$ cat src/rtl/clause_eval_sequencer.sv
// ---------------------------------------------------------------------------
// clause_eval_sequencer
//
// Purpose:
//   Scans the clause database in index order for one assignment snapshot.
//   For each clause it gathers the value/unassigned bit of every literal
//   slot from the variable assignment table. It hands those vectors to the
//   external partial_sat_evaluator and classifies each clause as satisfied,
//   conflicting, unit or undecided. A conflict ends the scan early. The
//   first unit clause in index order is latched as the implication result.
//
// Pipeline (start sampled at edge 0):
//   stage A : clause address issued    (cycle k+1 for clause k)
//   stage B : clause memory data valid (cycle k+2), gathered into eval_*
//   stage C : eval_* presented         (cycle k+3), classified at its end
//
// Ports:
//   clock, reset_n         clock, synchronous active-low reset
//   start, num_clauses     scan request and clause count (sampled together)
//   var_val, var_unassign  assignment table snapshot (stable while busy)
//   clause_rd_en/addr      clause memory read request
//   clause_rd_vars/mask/pole  clause memory data, one cycle after read
//   eval_unassign/val/mask/pole  registered vectors to the evaluator
//   eval_partial_sat       evaluator result for the current eval_* vectors
//   busy, done             scan in progress / one-cycle end-of-scan pulse
//   all_sat                every non-empty clause was satisfied
//   conflict, conflict_idx conflicting clause found and its index
//   unit_found, unit_var, unit_val  first unit clause's implication
// ---------------------------------------------------------------------------
module clause_eval_sequencer #(
  parameter int VAR_PER_CLAUSE = 5,
  parameter int NUM_VARS       = 64,
  parameter int VAR_IDX_W      = $clog2(NUM_VARS),
  parameter int NUM_CLAUSES    = 256,
  parameter int CLAUSE_IDX_W   = $clog2(NUM_CLAUSES)
) (
  input  logic                                clock,
  input  logic                                reset_n,
  input  logic                                start,
  input  logic [CLAUSE_IDX_W:0]               num_clauses,
  input  logic [NUM_VARS-1:0]                 var_val,
  input  logic [NUM_VARS-1:0]                 var_unassign,
  output logic                                clause_rd_en,
  output logic [CLAUSE_IDX_W-1:0]             clause_rd_addr,
  input  logic [VAR_PER_CLAUSE*VAR_IDX_W-1:0] clause_rd_vars,
  input  logic [VAR_PER_CLAUSE-1:0]           clause_rd_mask,
  input  logic [VAR_PER_CLAUSE-1:0]           clause_rd_pole,
  output logic [VAR_PER_CLAUSE-1:0]           eval_unassign,
  output logic [VAR_PER_CLAUSE-1:0]           eval_val,
  output logic [VAR_PER_CLAUSE-1:0]           eval_mask,
  output logic [VAR_PER_CLAUSE-1:0]           eval_pole,
  input  logic                                eval_partial_sat,
  output logic                                busy,
  output logic                                done,
  output logic                                all_sat,
  output logic                                conflict,
  output logic [CLAUSE_IDX_W-1:0]             conflict_idx,
  output logic                                unit_found,
  output logic [VAR_IDX_W-1:0]                unit_var,
  output logic                                unit_val
);

  localparam int CNT_W = $clog2(VAR_PER_CLAUSE + 1);

  typedef enum logic [1:0] {
    S_IDLE  = 2'd0,
    S_FETCH = 2'd1,
    S_DRAIN = 2'd2,
    S_DONE  = 2'd3
  } state_t;

  // FSM and stage A
  state_t                          r_state;
  logic                            r_busy;
  logic                            r_done;
  logic                            r_rd_en;
  logic [CLAUSE_IDX_W-1:0]         r_rd_addr;
  logic [CLAUSE_IDX_W-1:0]         r_last_addr;

  // stage B (memory data valid) and stage C (eval vectors valid)
  logic                            r_b_valid;
  logic [CLAUSE_IDX_W-1:0]         r_b_idx;
  logic                            r_c_valid;
  logic [CLAUSE_IDX_W-1:0]         r_c_idx;
  logic [VAR_PER_CLAUSE*VAR_IDX_W-1:0] r_c_vars;
  logic [VAR_PER_CLAUSE-1:0]       r_eval_unassign;
  logic [VAR_PER_CLAUSE-1:0]       r_eval_val;
  logic [VAR_PER_CLAUSE-1:0]       r_eval_mask;
  logic [VAR_PER_CLAUSE-1:0]       r_eval_pole;

  // scan results
  logic                            r_all_sat;
  logic                            r_conflict;
  logic [CLAUSE_IDX_W-1:0]         r_conflict_idx;
  logic                            r_unit_found;
  logic [VAR_IDX_W-1:0]            r_unit_var;
  logic                            r_unit_val;

  // gather mux outputs
  logic [VAR_PER_CLAUSE-1:0]       w_gather_val;
  logic [VAR_PER_CLAUSE-1:0]       w_gather_unassign;

  // stage C classification
  logic [VAR_PER_CLAUSE-1:0]       w_c_open;
  logic [CNT_W-1:0]                w_u_cnt;
  logic [VAR_IDX_W-1:0]            w_unit_var;
  logic                            w_unit_pole;
  logic                            w_c_nonsat;
  logic                            w_c_conflict;
  logic                            w_c_unit;

  // Per-slot lookup into the assignment table. Empty slots are forced to
  // zero so the evaluator never sees stale bits from a don't-care index.
  for (genvar gi = 0; gi < VAR_PER_CLAUSE; gi++) begin : g_gather
    logic [VAR_IDX_W-1:0] w_idx;
    assign w_idx                 = clause_rd_vars[gi*VAR_IDX_W +: VAR_IDX_W];
    assign w_gather_val[gi]      = clause_rd_mask[gi] & var_val[w_idx];
    assign w_gather_unassign[gi] = clause_rd_mask[gi] & var_unassign[w_idx];
  end

  // Slots holding an unassigned literal. For a non-satisfied clause these
  // are the only literals that could still become true.
  assign w_c_open = r_eval_mask & r_eval_unassign;

  // Count open slots and remember which one; the remembered slot is only
  // meaningful when exactly one is open (unit clause).
  always_comb begin
    w_u_cnt     = '0;
    w_unit_var  = '0;
    w_unit_pole = 1'b0;
    for (int i = 0; i < VAR_PER_CLAUSE; i++) begin
      if (w_c_open[i]) begin
        w_u_cnt     = w_u_cnt + CNT_W'(1);
        w_unit_var  = r_c_vars[i*VAR_IDX_W +: VAR_IDX_W];
        w_unit_pole = r_eval_pole[i];
      end
    end
  end

  // Empty clauses (mask == 0) never count against the scan.
  assign w_c_nonsat   = r_c_valid & (|r_eval_mask) & ~eval_partial_sat;
  assign w_c_conflict = w_c_nonsat & (w_u_cnt == CNT_W'(0));
  assign w_c_unit     = w_c_nonsat & (w_u_cnt == CNT_W'(1));

  always_ff @(posedge clock) begin
    if (!reset_n) begin
      r_state         <= S_IDLE;
      r_busy          <= 1'b0;
      r_done          <= 1'b0;
      r_rd_en         <= 1'b0;
      r_rd_addr       <= '0;
      r_last_addr     <= '0;
      r_b_valid       <= 1'b0;
      r_b_idx         <= '0;
      r_c_valid       <= 1'b0;
      r_c_idx         <= '0;
      r_c_vars        <= '0;
      r_eval_unassign <= '0;
      r_eval_val      <= '0;
      r_eval_mask     <= '0;
      r_eval_pole     <= '0;
      r_all_sat       <= 1'b0;
      r_conflict      <= 1'b0;
      r_conflict_idx  <= '0;
      r_unit_found    <= 1'b0;
      r_unit_var      <= '0;
      r_unit_val      <= 1'b0;
    end else begin
      r_done <= 1'b0;

      // Pipeline advance: stage A -> B follows the read strobe, B -> C
      // captures the gathered vectors whenever memory data is valid.
      r_b_valid <= r_rd_en;
      r_b_idx   <= r_rd_addr;
      r_c_valid <= r_b_valid;
      r_c_idx   <= r_b_idx;
      if (r_b_valid) begin
        r_c_vars        <= clause_rd_vars;
        r_eval_unassign <= w_gather_unassign;
        r_eval_val      <= w_gather_val;
        r_eval_mask     <= clause_rd_mask;
        r_eval_pole     <= clause_rd_pole;
      end

      // Result accumulation from stage C.
      if (w_c_nonsat) begin
        r_all_sat <= 1'b0;
      end
      if (w_c_unit && !r_unit_found) begin
        r_unit_found <= 1'b1;
        r_unit_var   <= w_unit_var;
        r_unit_val   <= ~w_unit_pole;
      end

      case (r_state)
        S_IDLE: begin
          if (start) begin
            r_busy         <= 1'b1;
            r_all_sat      <= 1'b1;
            r_conflict     <= 1'b0;
            r_conflict_idx <= '0;
            r_unit_found   <= 1'b0;
            r_unit_var     <= '0;
            r_unit_val     <= 1'b0;
            if (num_clauses == '0) begin
              // Nothing to scan: trivially satisfied, finish next cycle.
              r_state <= S_DONE;
              r_done  <= 1'b1;
            end else begin
              r_state     <= S_FETCH;
              r_rd_en     <= 1'b1;
              r_rd_addr   <= '0;
              // A full-depth count wraps to all-ones here, which is the
              // correct last index.
              r_last_addr <= num_clauses[CLAUSE_IDX_W-1:0] - CLAUSE_IDX_W'(1);
            end
          end
        end

        S_FETCH: begin
          if (r_rd_addr == r_last_addr) begin
            r_rd_en <= 1'b0;
            r_state <= S_DRAIN;
          end else begin
            r_rd_addr <= r_rd_addr + CLAUSE_IDX_W'(1);
          end
        end

        S_DRAIN: begin
          // Both downstream stages empty means the last clause has been
          // classified in the previous cycle.
          if (!r_b_valid && !r_c_valid) begin
            r_state <= S_DONE;
            r_done  <= 1'b1;
          end
        end

        S_DONE: begin
          r_state <= S_IDLE;
          r_busy  <= 1'b0;
        end

        default: begin
          r_state <= S_IDLE;
          r_busy  <= 1'b0;
          r_rd_en <= 1'b0;
        end
      endcase

      // A conflict ends the scan at once and overrides the FSM update above:
      // stop issuing and throw away whatever is still in stages A/B.
      if (w_c_conflict) begin
        r_conflict     <= 1'b1;
        r_conflict_idx <= r_c_idx;
        r_state        <= S_DONE;
        r_done         <= 1'b1;
        r_rd_en        <= 1'b0;
        r_b_valid      <= 1'b0;
        r_c_valid      <= 1'b0;
      end
    end
  end

  assign busy           = r_busy;
  assign done           = r_done;
  assign clause_rd_en   = r_rd_en;
  assign clause_rd_addr = r_rd_addr;
  assign eval_unassign  = r_eval_unassign;
  assign eval_val       = r_eval_val;
  assign eval_mask      = r_eval_mask;
  assign eval_pole      = r_eval_pole;
  assign all_sat        = r_all_sat;
  assign conflict       = r_conflict;
  assign conflict_idx   = r_conflict_idx;
  assign unit_found     = r_unit_found;
  assign unit_var       = r_unit_var;
  assign unit_val       = r_unit_val;

endmodule

$ cat config.mk
export PLATFORM = sky130hd
export DESIGN_NAME = clause_eval_sequencer
export DESIGN_NICKNAME = d
export VERILOG_FILES = /design/src/rtl/clause_eval_sequencer.sv
export SDC_FILE = /design/constraint.sdc
export NUM_CORES = 1
export LEC_CHECK = 0
export BUFFER_PORTS_ARGS = -buffer_cell sky130_fd_sc_hd__buf_2
export CAP_MARGIN = 20
export CORE_UTILIZATION = 56
export DETAILED_ROUTE_END_ITERATION = 6
export GPL_TIMING_DRIVEN = 0
export PLACE_DENSITY = 0.91
export SLEW_MARGIN = 40
export SYNTH_ARGS = -nofsm -noshare
export SYNTH_HDL_FRONTEND = slang
export SYNTH_SLANG_ARGS = --single-unit
export TNS_END_PERCENT = 5
$ cat constraint.sdc
create_clock -name clock -period 4.2 [get_ports clock]
set_input_delay 0.21 -clock clock [delete_from_list [all_inputs] [get_ports clock]]
set_output_delay 0.21 -clock clock [all_outputs]
set_load 0.03 [all_outputs]
### Word-level counts from Yosys, hierarchy flattened

Cells that the tools add are included.

* bits in registers: 107
* bits of input ports: 181

* add/sub/neg operators: 6
* magnitude comparators: 5
* equality and inequality tests: 12
* multiplexer cells: 74
* bitwise gates (word level): 19
* reductions and logical operators: 20

Operators by type and width (number)
* $bmux 1 s6: 10
* $mux 6: 8
* $mux 8: 6
* $mux 1: 36
* $lt 6x7->1 const B: 5
* $pmux 8 s2: 1
* $and 1x1->1: 14
* $add 3x1->3 const B: 4
* $mux 3: 4
* $mux 2: 5
* $logic_not 9->1: 1
* $ne 3x3->1 const B: 3
* $add 8x1->8 const B: 1
* $eq 8x8->1: 1
* $ne 2x2->1 const B: 4
* $pmux 2 s4: 1
* $reduce_and 4->1: 2
* $reduce_bool 2->1: 4
* $sub 8x1->8 const B: 1
* $pmux 1 s2: 3
* $reduce_and 3->1: 2
* $and 5x5->5: 1
* $reduce_or 5->1: 1
* $eq 2x2->1 const B: 2
* other kinds (9): 16

### Longest topological paths before layout

Gate-level depths: netlist of run 1.

* depth in word-level cells: 16
* gate-level depth with buffers: 18
* depth with buffers taken out: 15

### Worst setup path after synthesis of run 1

OpenSTA, ideal clock, no wires.

* kind: register to register
* start point: register r_eval_mask[0], in the netlist eval_mask[0]
* end point: register r_unit_var[0], in the netlist unit_var[0]
* setup time: 0.116 ns
* arrival time: 3.656 ns
* required time: 4.084 ns
* slack: 0.428 ns
* stages on the path, launching flop included: 16
* buffers on the path: 3
* clock period less this slack: 3.772 ns
* cell sequence: dfxtp_1 > and2_1 > clkbuf_1 > inv_1 > ha_1 > xnor2_4 > ha_1 > nand3_1 > nand2_1 > ha_1 > or2_2 > a211oi_1 > or3b_1 > buf_2 > buf_6 > a31o_2

* longest elaborated chain between the ends: 16
* elaborated cells on any way between the ends: 24
* those cells by class: add/sub (4); eq/ne (1); mux (13); bitwise (4); reduce/logical (2)

RTL lines
* from (decl): line 88 `logic [VAR_PER_CLAUSE-1:0] r_eval_mask;`
* from (signal assigned): line 181 `r_eval_mask <= clause_rd_mask;`
* $and 5x5->5: line 123 `assign w_c_open = r_eval_mask & r_eval_unassign;`
* $mux 1: line 132 `if (w_c_open[i]) begin`
* $add 3x1->3: line 133 `w_u_cnt = w_u_cnt + CNT_W'(1);`
* $mux 3: line 132
* $add 3x1->3: line 133
* $mux 3: line 132
* $add 3x1->3: line 133
* $mux 3: line 132
* $add 3x1->3: line 133
* $mux 3: line 132
* $eq 3x1->1: line 143 `assign w_c_unit = w_c_nonsat & (w_u_cnt == CNT_W'(1));`
* $and 1x1->1: line 143
* $logic_and 1x1->1: line 189 `if (w_c_unit && !r_unit_found) begin`
* $mux 6 (*): line 189
* $mux 6: line 197 `if (start) begin`
* $mux 6 (*): line 195 `case (r_state)`
* to (signal assigned): line 191 `r_unit_var <= w_unit_var;`
* to (decl): line 96 `logic [VAR_IDX_W-1:0] r_unit_var;`

Mark *: on every way between the ends. The rest lies on a longest branch, timed or not.
A chain may end at the register's enable or synchronous reset.

### Worst setup path after layout of run 1

* start point: register r_eval_unassign[0], in the netlist eval_unassign[0]
* end point: register r_unit_var[5], in the netlist unit_var[5]

* longest elaborated chain between the ends: 16
* elaborated cells on any way between the ends: 21
* those cells by class: add/sub (4); eq/ne (1); mux (13); bitwise (2); reduce/logical (1)

RTL lines
* from (decl): line 86 `logic [VAR_PER_CLAUSE-1:0] r_eval_unassign;`
* from (signal assigned): line 179 `r_eval_unassign <= w_gather_unassign;`
* $and 5x5->5 (*): line 123
* $mux 1: line 132
* $add 3x1->3: line 133
* $mux 3: line 132
* $add 3x1->3: line 133
* $mux 3: line 132
* $add 3x1->3: line 133
* $mux 3: line 132
* $add 3x1->3: line 133
* $mux 3: line 132
* $eq 3x1->1: line 143
* $and 1x1->1: line 143
* $logic_and 1x1->1: line 189
* $mux 6 (*): line 189
* $mux 6: line 197
* $mux 6 (*): line 195

Marked as above.

==> results.md, run 1 <==
- Internal reg-to-reg setup slack: 290 ps
- Vias in the first global route: 9,214
- Worst Skew: 5.69 ps
- Hold_ws: 129 ps
- Async set-or-reset flop fraction in the synthesized netlist: 0
- Clk sinks: 107
- Slew margin rel.: 0.415
- Synth area leaders: mux4_2 41%, dfxtp_1 22%, mux2i_1 7.3%, nor2b_1 3.6%, nand2_1 2.0%
- Clock buffer count from CTS: 9
- Starting Density: 0.572
- Max cap viols: 0
- Peak VDD IR: 0.279 mV
- Cell Pwr Density: 295 nW/µm²
- Final-report max-slew violation count: 0
- RSZ-0062 raised after global routing: false
- Routed Wire Length: approximately 34 mm
- Max clock buf depth: 2
- GR Overflow Total: 0
- CP delay by family, top: simple AND/OR/NAND/NOR gates
- Total power: approximately 3.4 mW
- Post-synth EDFFs: 0
- Worst setup path startpoint: eval_unassign[0]
- Fillers: 1,261
- Nets: 1,250
- Worst Setup Start Kind: flip-flop
- Drt wl/cell: 26.3 µm
- Post-route ant nets: 0
- Arrival @ worst endpoint: around 4200 ps
- Clock insertion delay at the later pin of the skew report: approximately 350 ps
- CP Capture Type: flip-flop
- RR Startpoint: eval_unassign[0]
- WP buf/inv: 3
- Tot GR Track Use: 0.379
- Crit-path slowest cell: dfxtp_1
- Mapped cell area: 9870 µm²
- Crit path kind: flip-flop to flip-flop
- Setup_tns: 0 ps
- # port buffers: around 210
- Post-layout minimum cycle time: 3910 ps
- Warnings, synthesis: 0
- IO Pins: 230
- Worst Hold Class: input port to flip-flop
- CP max FO: 10
- DRT iter0 DRCs: 1,324
- First-pass GRT wire length: 50.9 mm
- Synthesized flop and latch total: 107
- Worst endpoint required time: approximately 4500 ps
- Run status: complete, no violations
- Slowest cell delay on critical path: 420 ps
- Core Area: between 15,000 and 20,000 µm²
- Final setup fails: 0
- Sequential power share: 0.352
- Post-CTS Hold Fix Bufs: 0
- Final WS setup: a little under 300 ps
- Max Clock Freq: 256 MHz
- Post-CTS setup buffers: 0
- Cell count along the critical path: 15
- Share of the yosys chip area belonging to registers: 0.217
- Most common cell on crit path: ha_1
- # resized after CTS: 0
- Initial antenna violation count: 0
- List of most frequent post-synthesis cells: 180 x mux4_2, 107 x dfxtp_1, 72 x mux2i_1
- Yosys top cell by area: mux4_2
- Pin count of the biggest net entering global routing: 18
- Share of cells above drive strength 1: 0.438
- CTS tree: built
- CP Capture Point: unit_var[5]
- Via density: 7.36
- Gp weighted congestion: 1.00
- Switching share of power: 0.352
- Synth Net Count: 1,026
- Area growth syn-to-layout: 16.8%
- Die area: 18,200 µm²
- H-tree depth: 3
- # rows: 48
- Clock power share: 0.253
- Top_reg_cell synth: dfxtp_1
- Clock Tree Root: clkbuf_16
- Fin. Hold Viols: 0
- Clock transition at path regs: around 70 ps
- P_sw: ~1.2 mW
- Crit-path cells: and2_1, inv_1, ha_1, xnor2_4, ha_1, nand3_1, nand2_1, ha_1, or2_2, a211oi_1, or3b_1, buf_2, buf_6, a211oi_2, a31o_1
- DRT Pass-1 Iters: 6
- Static Leak: 4.50 nW
- Worst R2R Path Depth: 15
- Count leader, synth: mux4_2
- # diodes: 0
- Tightest Pin Transition: 877 ps
- Reg2Reg Capture Point: unit_var[5]
- Die width: 135 µm
- DP HPWL: 26.2 mm
- Post-Syn Instances: 835
- Cell variety after synth: 60
- Share of the synthesized area in the top cell type: 0.411
- Syn_area_per_cell: 11.8 µm²
- Vias: 9,487
- Dpl ws: 227 ps
- Number of remaining DRC errors: 0
- Period utilization: 0.931
- Die H: 135 µm
- Cell internal pwr: 2.20 mW
- Gate power share: 0.395
worst min path at each step:
stage | from | end | slack (ps) | cells past startpoint
floorplan | clause_rd_vars[10] | eval_unassign[1] | 310 | 1
global placement | r_b_idx[3] | r_c_idx[3] | 420 | 1
detailed placement | r_b_idx[5] | r_c_idx[5] | 420 | 1
CTS | clause_rd_pole[4] | eval_pole[4] | 130 | 3
global route | clause_rd_pole[1] | eval_pole[1] | 150 | 3
finish | clause_rd_pole[3] | eval_pole[3] | 130 | 3
placed cells by master, fill, tap and decap left out, types with 13 or more instances in the layout:
master	count
mux2i_1	72
o21ai_0	13
dfxtp_1	107
a21oi_1	18
nand2_1	53
nor2b_1	57
a211oi_1	15
and2_1	23
buf_2	247
nand3_1	26
mux4_2	180
nor2_1	24
a21boi_0	14
clkbuf_1	34
xor2_1	16
logic make-up (layout without fill, tap and decap cells):
family                   Yosys count  in the layout  share of synthesized area
multiplexers                     258            258                      0.491
XOR/XNOR                          24             24                     0.0260
AND/OR/NAND/NOR                  227            227                      0.123
flip-flops                       107            107                      0.217
adder cells (fa/ha/maj)           10             10                     0.0127
buffers and inverters             91            320                     0.0408
AO/OA/AOI/OAI                    118            118                     0.0897
state kept, by name, summed over array words and instances, names as in the netlist, 2 cells and up:
| name | flops |
|---|---|
| r_b_idx | 8 |
| eval_val | 5 |
| clause_rd_addr | 8 |
| r_c_idx | 8 |
| eval_pole | 5 |
| unit_var | 6 |
| conflict_idx | 8 |
| eval_unassign | 5 |
| r_state | 2 |
| eval_mask | 5 |
| r_c_vars | 30 |
| r_last_addr | 8 |
worst min-delay path, delay by kind of cell:
family,cells,cell delay (ps)
buffers and inverters,1,80
multiplexers,1,60
AND/OR/NAND/NOR,1,90
through the flow:
step	std cells	utilization	instance area, µm²
global route	1289	0.669	11500
detailed placement	1274	0.651	11200
CTS	1290	0.669	11500
global placement	1274	0.651	11200
floorplan	835	-	9870
finish	1289	0.669	11500
area by class of cell:
class	count	area [µm²]	area share
buffer	82	374	0.0325
clock buffer	10	239	0.0207
clock inverter	6	63.8	0.00554
inverter	8	33.8	0.00293
multi-input combinational	637	7320	0.635
sequential	107	2140	0.186
tap	225	282	0.0244
timing repair buffer	214	1070	0.0929
power groups by stage:
stage	combinational, mW	clock, mW	sequential, mW
final	1.34	0.860	1.20
after global routing	1.41	0.914	1.20
after CTS	1.31	0.863	1.19
after detailed placement	1.30	0	1.21
after global placement	1.25	0	1.21
after floorplan	0.836	0	1.25
per-layer routing:
layer  track usage  share of wire
met2         0.588           0.45
met3         0.117           0.15
met1         0.461           0.33
met5             0              0
met4         0.243          0.075
Power figures use the tool's default switching activity.
==> inputs of run 2 (changes only) <==
--- a/config.mk
+++ b/config.mk
@@ -7,10 +7,10 @@
 export LEC_CHECK = 0
 export BUFFER_PORTS_ARGS = -buffer_cell sky130_fd_sc_hd__buf_2
 export CAP_MARGIN = 20
-export CORE_UTILIZATION = 56
+export CORE_UTILIZATION = 45
 export DETAILED_ROUTE_END_ITERATION = 6
 export GPL_TIMING_DRIVEN = 0
-export PLACE_DENSITY = 0.91
+export PLACE_DENSITY = 0.77
 export SLEW_MARGIN = 40
 export SYNTH_ARGS = -nofsm -noshare
 export SYNTH_HDL_FRONTEND = slang
==> results.md, run 2 (same netlist as run 1, synthesis figures left out) <==
- Die H: 150 µm (+11%)
- Max reg flops: 30 (unchanged)
- Slew margin rel.: 0.431 (+0.0156)
- Clock transition at path regs: 70 ps (about the same)
- Worst Setup Start Kind: flip-flop
- Core Area: 21,300 µm² (+23%)
- Period utilization: 0.952 (+0.0210)
- Run status: complete, no violations
- Initial antenna violation count: 2 (+2)
- Post-route ant nets: 0 (unchanged)
- Clock Tree Root: clkbuf_16
- H-tree depth: 3 (unchanged)
- Share of cells above drive strength 1: 0.437 (-0.000940)
- IO Pins: 230 (unchanged)
- Area growth syn-to-layout: 17.8%
- Fillers: 1,845 (+46%)
- Max Clock Freq: 250 MHz (-2.2%)
- Tightest Pin Transition: 854 ps (-23.4 ps)
- Die width: 150 µm (+11%)
- Largest reg by FF count: r_c_vars
- Routed Wire Length: 34.2 mm (+1.1%)
- Peak VDD IR: 0.208 mV (-25%)
- Nets: 1,250 (unchanged)
- Static Leak: 4.52 nW (+0.49%)
- Pin count of the biggest net entering global routing: 20 (+2)
- DP HPWL: 26.7 mm (+2.2%)
- Most common cell on crit path: ha_1
- Commonest non-fill, non-tap cell in the layout: buf_2
- Clock buffer count from CTS: 9 (unchanged)
- Post-CTS Hold Fix Bufs: 0 (unchanged)
- DRT Pass-1 Iters: 6 (unchanged)
- Die area: 22,500 µm² (+24%)
- WP buf/inv: 3 (unchanged)
- RR Startpoint: eval_unassign[1]
- Cell count along the critical path: 16 (+1)
- Crit-path slowest cell: or3b_1
- Clk sinks: 107 (unchanged)
- Crit-path cells: nand2_1, clkinv_1, ha_1, a21oi_1, nor2_1, ha_1, nand3_1, nand2_1, ha_1, or2_2, a211oi_1, or3b_1, buf_2, buf_6, a211oi_2, a31o_1
- Reg2Reg Capture Point: unit_var[5]
- Post-layout minimum cycle time: 4000 ps (+88.1 ps)
- Number of remaining DRC errors: 0 (unchanged)
- Via density: 6.88 (-6.6%)
- Max clock buf depth: 2 (unchanged)
- RSZ-0062 raised after global routing: false
- Worst Hold Path EP: eval_pole[2]
- Vias: 9,216 (-2.9%)
- Core Util, Final: 0.546 (-0.123)
- DRT iter0 DRCs: 1,148 (-13%)
- Finished Layout Cells: 1,340 (+4.0%)
- Vias in the first global route: 8,912 (-3.3%)
- Internal reg-to-reg setup slack: 200 ps (-90 ps)
- Drt wl/cell: 25.6 µm (-2.8%)
- Worst R2R Path Depth: 16 (+1)
- CTS tree: built
- Cell area after layout: 11,600 µm² (+0.80%)
- Slowest cell delay on critical path: 400 ps (-20 ps)
- Tot GR Track Use: 0.306 (-0.0732)
- Crit path kind: flip-flop to flip-flop
- Gp weighted congestion: 1.00 (-0.41%)
- Post-DP Area: 11,300 µm² (+0.57%)
- Final setup fails: 0 (unchanged)
- Cell Pwr Density: 298 nW/µm² (+1.2%)
- Final-report max-slew violation count: 0 (unchanged)
- Worst Skew: 5.01 ps (-0.680 ps)
- Max cap viols: 0 (unchanged)
- CP Capture Type: flip-flop
- First-pass GRT wire length: 51.0 mm (+0.31%)
- Arrival @ worst endpoint: 4290 ps (+80 ps)
- Starting Density: 0.464 (-0.109)
- Setup_tns: 0 ps (unchanged)
- Dpl cells: 1,324 (+3.9%)
- Clock insertion delay at the later pin of the skew report: 340 ps (about the same)
- CP delay by family, top: simple AND/OR/NAND/NOR gates
- # rows: 53 (+10%)
- GR Overflow Total: 0 (unchanged)
- Fin. Hold Viols: 0 (unchanged)
- # port buffers: 214 (unchanged)
- Worst endpoint required time: 4490 ps (about the same)
- CP max FO: 10 (unchanged)
- Worst Hold Class: input port to flip-flop
- Hold path depth: 3 (unchanged)
- Most frequent cells in the layout: 247 x buf_2, 180 x mux4_2, 107 x dfxtp_1, 72 x mux2i_1, 57 x nor2b_1
- Hold_sp: clause_rd_pole[2]
run 2: stage by stage:
step / hold slack (ps) / setup slack (ps) / power [mW]
floorplan: 314 / 428 / 2.08
global placement: 417 / 286 / 2.48
detailed placement: 419 / 216 / 2.52
CTS: 125 / 163 / 3.45
global route: 158 / 8.46 / 3.60
finish: 131 / 203 / 3.47
run 2: worst max-delay path by stage:
stage                           from          end
CTS                 eval_unassign[0]  unit_var[5]
detailed placement  eval_unassign[0]  unit_var[5]
floorplan               eval_mask[0]  unit_var[0]
global route        eval_unassign[1]  unit_var[5]
finish              eval_unassign[1]  unit_var[5]
global placement    eval_unassign[0]  unit_var[5]
run 2: metal layers:
metal | vias up | wire [µm] | track usage
met2 | 820 | 15600 | 0.483
met5 | - | 11 | 0
met1 | 4413 | 12000 | 0.381
met4 | 2 | 1880 | 0.167
met3 | 163 | 4730 | 0.0832
li1 | 3818 | - | -
run 2: cell type report:
class	count	area, µm²	share of cell area
multi-input cells	637	7320	0.630
clock inverters	7	109	0.00937
diodes	1	2.50	0.000215
clock buffers	9	225	0.0194
repair buffers	214	1070	0.0922
inverters	8	30.0	0.00258
plain buffers	82	374	0.0322
well taps	275	344	0.0296
flip-flops and latches	107	2140	0.184
run 2: worst register-to-register path, delay by kind of cell (launching register included):
family                   cells  cell delay, ps
AO/OA/AOI/OAI                4             820
adder cells (fa/ha/maj)      3             890
buffers and inverters        3             610
flip-flops                   1             360
AND/OR/NAND/NOR              6            1260
run 2: repair_timing:
item | in CTS | in global routing
endpoints found under the setup margin | 0 | 1
setup buffers | 0 | 0
resized for setup | 0 | 0
run 2: where the power goes:
group	total, mW	leakage (nW)	internal (mW)	switching [mW]
registers	1.19	0.868	1.11	0.0825
clock network	0.938	0.164	0.536	0.402
logic	1.34	3.49	0.615	0.721
==> inputs of run 3 (changes only) <==
--- a/config.mk
+++ b/config.mk
@@ -7,6 +7,8 @@
 export LEC_CHECK = 0
 export BUFFER_PORTS_ARGS = -buffer_cell sky130_fd_sc_hd__buf_2
 export CAP_MARGIN = 20
+export CORE_ASPECT_RATIO = 2
+export CORE_MARGIN = 1.5
 export CORE_UTILIZATION = 45
 export DETAILED_ROUTE_END_ITERATION = 6
 export GPL_TIMING_DRIVEN = 0
==> results.md, run 3 (same netlist as run 1, synthesis figures left out) <==
- Fin. Hold Viols: 0 (unchanged)
- DRT iter0 DRCs: 787 (-31%)
- Die area: 22,900 µm² (+1.6%)
- Finished Layout Cells: 1,340 (unchanged)
- Post-Route M1 WL: 10.2 mm (-15%)
- CP max FO: 10 (unchanged)
- Cell internal pwr: 2.21 mW (-2.4%)
- Max Clock Freq: 257 MHz (+2.8%)
- Worst Setup Start Kind: flip-flop
- Met2 WL: 19.0 mm (+22%)
- Peak VDD IR: 0.306 mV (+47%)
- Worst Hold Class: input port to flip-flop
- Tot GR Track Use: 0.325 (+0.0188)
- RSZ-0062 raised after global routing: false
- Starting Density: 0.459 (-0.00440)
- Max clock buf depth: 2 (unchanged)
- Setup_tns: 0 ps (unchanged)
- Tightest Pin Transition: 885 ps (+31.8 ps)
- Crit path kind: flip-flop to flip-flop
- Hold path depth: 3 (unchanged)
- Worst Skew: 10.1 ps (+5.13 ps)
- Hold_ws: 113 ps (-18.2 ps)
- Worst endpoint required time: 4450 ps (-40 ps)
- Gate power share: 0.393 (+0.008)
- Post-layout minimum cycle time: 3890 ps (-108 ps)
- Drt wl/cell: 27.4 µm (+7.4%)
- Initial antenna violation count: 2 (unchanged)
- DR top layer: met4
- DRT Pass-1 Iters: 5 (-1)
- H-tree depth: 3 (unchanged)
- Area growth syn-to-layout: 17.7% (about the same)
- Met3 wire len: 3.37 mm (-29%)
- Multi-input logic area: 7330 µm² (about the same)
- Period utilization: 0.926 (-0.0257)
- Clock transition at path regs: 80 ps (about the same)
- Via density: 6.87 (about the same)
- CP Capture Type: flip-flop
- Final setup fails: 0 (unchanged)
- DP HPWL: 29.7 mm (+11%)
- Post-CTS Hold Fix Bufs: 0 (unchanged)
- Fillers: 1,918 (+4.0%)
- Share of cells above drive strength 1: 0.438 (+0.000529)
- # port buffers: 214 (unchanged)
- RR Startpoint: eval_unassign[0]
- Routed Wire Length: 36.8 mm (+7.4%)
- Max cap viols: 0 (unchanged)
- Largest reg by FF count: r_c_vars
- IO Pins: 230 (unchanged)
- Clock buffer count from CTS: 9 (unchanged)
- Gp weighted congestion: 1.08 (+8.4%)
- P_sw: 1.25 mW (+3.3%)
- First-pass GRT wire length: 53.9 mm (+5.7%)
- Commonest non-fill, non-tap cell in the layout: buf_2
- # rows: 76 (+43%)
- Run status: complete, no violations
- Nets: 1,251 (+0.080%)
- Post-CTS setup buffers: 0 (unchanged)
- Clock insertion delay at the later pin of the skew report: 360 ps (+20 ps)
- Internal reg-to-reg setup slack: 310 ps (+110 ps)
- Worst Hold Path EP: eval_pole[2]
- Die width: 108 µm (-28%)
- Die H: 212 µm (+42%)
- Clock Tree Root: clkbuf_16
- Vias: 9,210 (-0.065%)
- Pin count of the biggest net entering global routing: 21 (+5.0%)
- GR Overflow Total: 0 (unchanged)
- Dpl cells: 1,322 (-0.15%)
- Clk sinks: 107 (unchanged)
- Switching share of power: 0.361 (+0.0130)
- Most frequent cells in the layout: 247 x buf_2, 180 x mux4_2, 107 x dfxtp_1, 72 x mux2i_1, 57 x nor2b_1
- Post-route ant nets: 0 (unchanged)
- Core Area: 21,500 µm² (+0.96%)
- Clock power share: 0.262 (-0.009)
- Arrival @ worst endpoint: 4140 ps (-150 ps)
- Worst R2R Path Depth: 15 (-1)
- Number of remaining DRC errors: 0 (unchanged)
- Vias in the first global route: 9,357 (+5.0%)
- Cell Pwr Density: 297 nW/µm² (-0.38%)
- Register cell area after layout: 2140 µm² (unchanged)
- Slew margin rel.: 0.410 (-0.0212)
- # resized after CTS: 0 (unchanged)
- Sequential power share: 0.345 (about the same)
- Hold_sp: clause_rd_pole[2]
- Max reg flops: 30 (unchanged)
- Static Leak: 4.52 nW (-0.19%)
- CTS tree: built
- Final-report max-slew violation count: 0 (unchanged)
- Reg2Reg Capture Point: unit_var[0]
## run 3: cell types whose count changed in the layout (fill, tap and decap cells not counted)
cell,change
a2111oi_0,+1
a2111oi_1,-1
a211oi_1,-1
a211oi_2,+1
buf_1,+1
bufinv_16,-1
clkinv_4,-1
clkinv_8,+1
clkinvlp_4,+1
diode_2,+1
## run 3: cell type report
cell class,count,area share
buffer,83,0.0325
inverter,8,0.00259
antenna,2,0.000431
sequential,107,0.184
tap,273,0.0294
multi-input combinational,637,0.631
clock buffer,9,0.0194
clock inverter,7,0.00808
timing repair buffer,214,0.0922
## run 3: worst max-delay path: stages (launching register included)
cell      delay [ps]
dfxtp_1          420
and2_1           150
clkbuf_1         320
inv_1             90
ha_1             370
xnor2_4          240
ha_1             260
nand3_1          100
nand2_1           60
ha_1             270
or2_2            300
a211oi_2         290
or3b_1           370
buf_2            160
buf_6            150
a31o_2           240
## run 3: metrics by stage
step / util / power, mW / area [µm²] / setup WS (ps)
6_report: 0.540 / 3.45 / 11600 / 311
5_1_grt: 0.540 / 3.57 / 11600 / 124
4_1_cts: 0.540 / 3.43 / 11600 / 199
3_5_place_dp: 0.525 / 2.54 / 11300 / 215
3_3_place_gp: 0.525 / 2.51 / 11300 / 275
2_1_floorplan: - / 2.08 / 9870 / 428
## run 3: power groups by stage
| stage | combinational [mW] | sequential [mW] | clock (mW) |
|---|---|---|---|
| 2_1_floorplan | 0.836 | 1.25 | 0 |
| 3_3_place_gp | 1.30 | 1.21 | 0 |
| 3_5_place_dp | 1.33 | 1.21 | 0 |
| 4_1_cts | 1.33 | 1.19 | 0.906 |
| 5_1_grt | 1.43 | 1.20 | 0.942 |
| 6_report | 1.36 | 1.19 | 0.905 |
## run 3: worst max-delay path by stage
stage / start / endpoint / slack (ps)
3_5_place_dp: eval_unassign[0] / unit_var[0] / 210
3_3_place_gp: eval_unassign[0] / unit_var[3] / 280
6_report: eval_unassign[0] / unit_var[0] / 310
5_1_grt: eval_unassign[0] / unit_var[3] / 120
4_1_cts: eval_unassign[0] / unit_var[0] / 200
2_1_floorplan: eval_mask[0] / unit_var[0] / 430
## run 3: metal layers
layer | up-vias | global-route usage
met2 | 756 | 0.579
met3 | 249 | 0.0536
met5 | - | 0
met1 | 4391 | 0.301
met4 | 0 | 0.318
li1 | 3814 | -
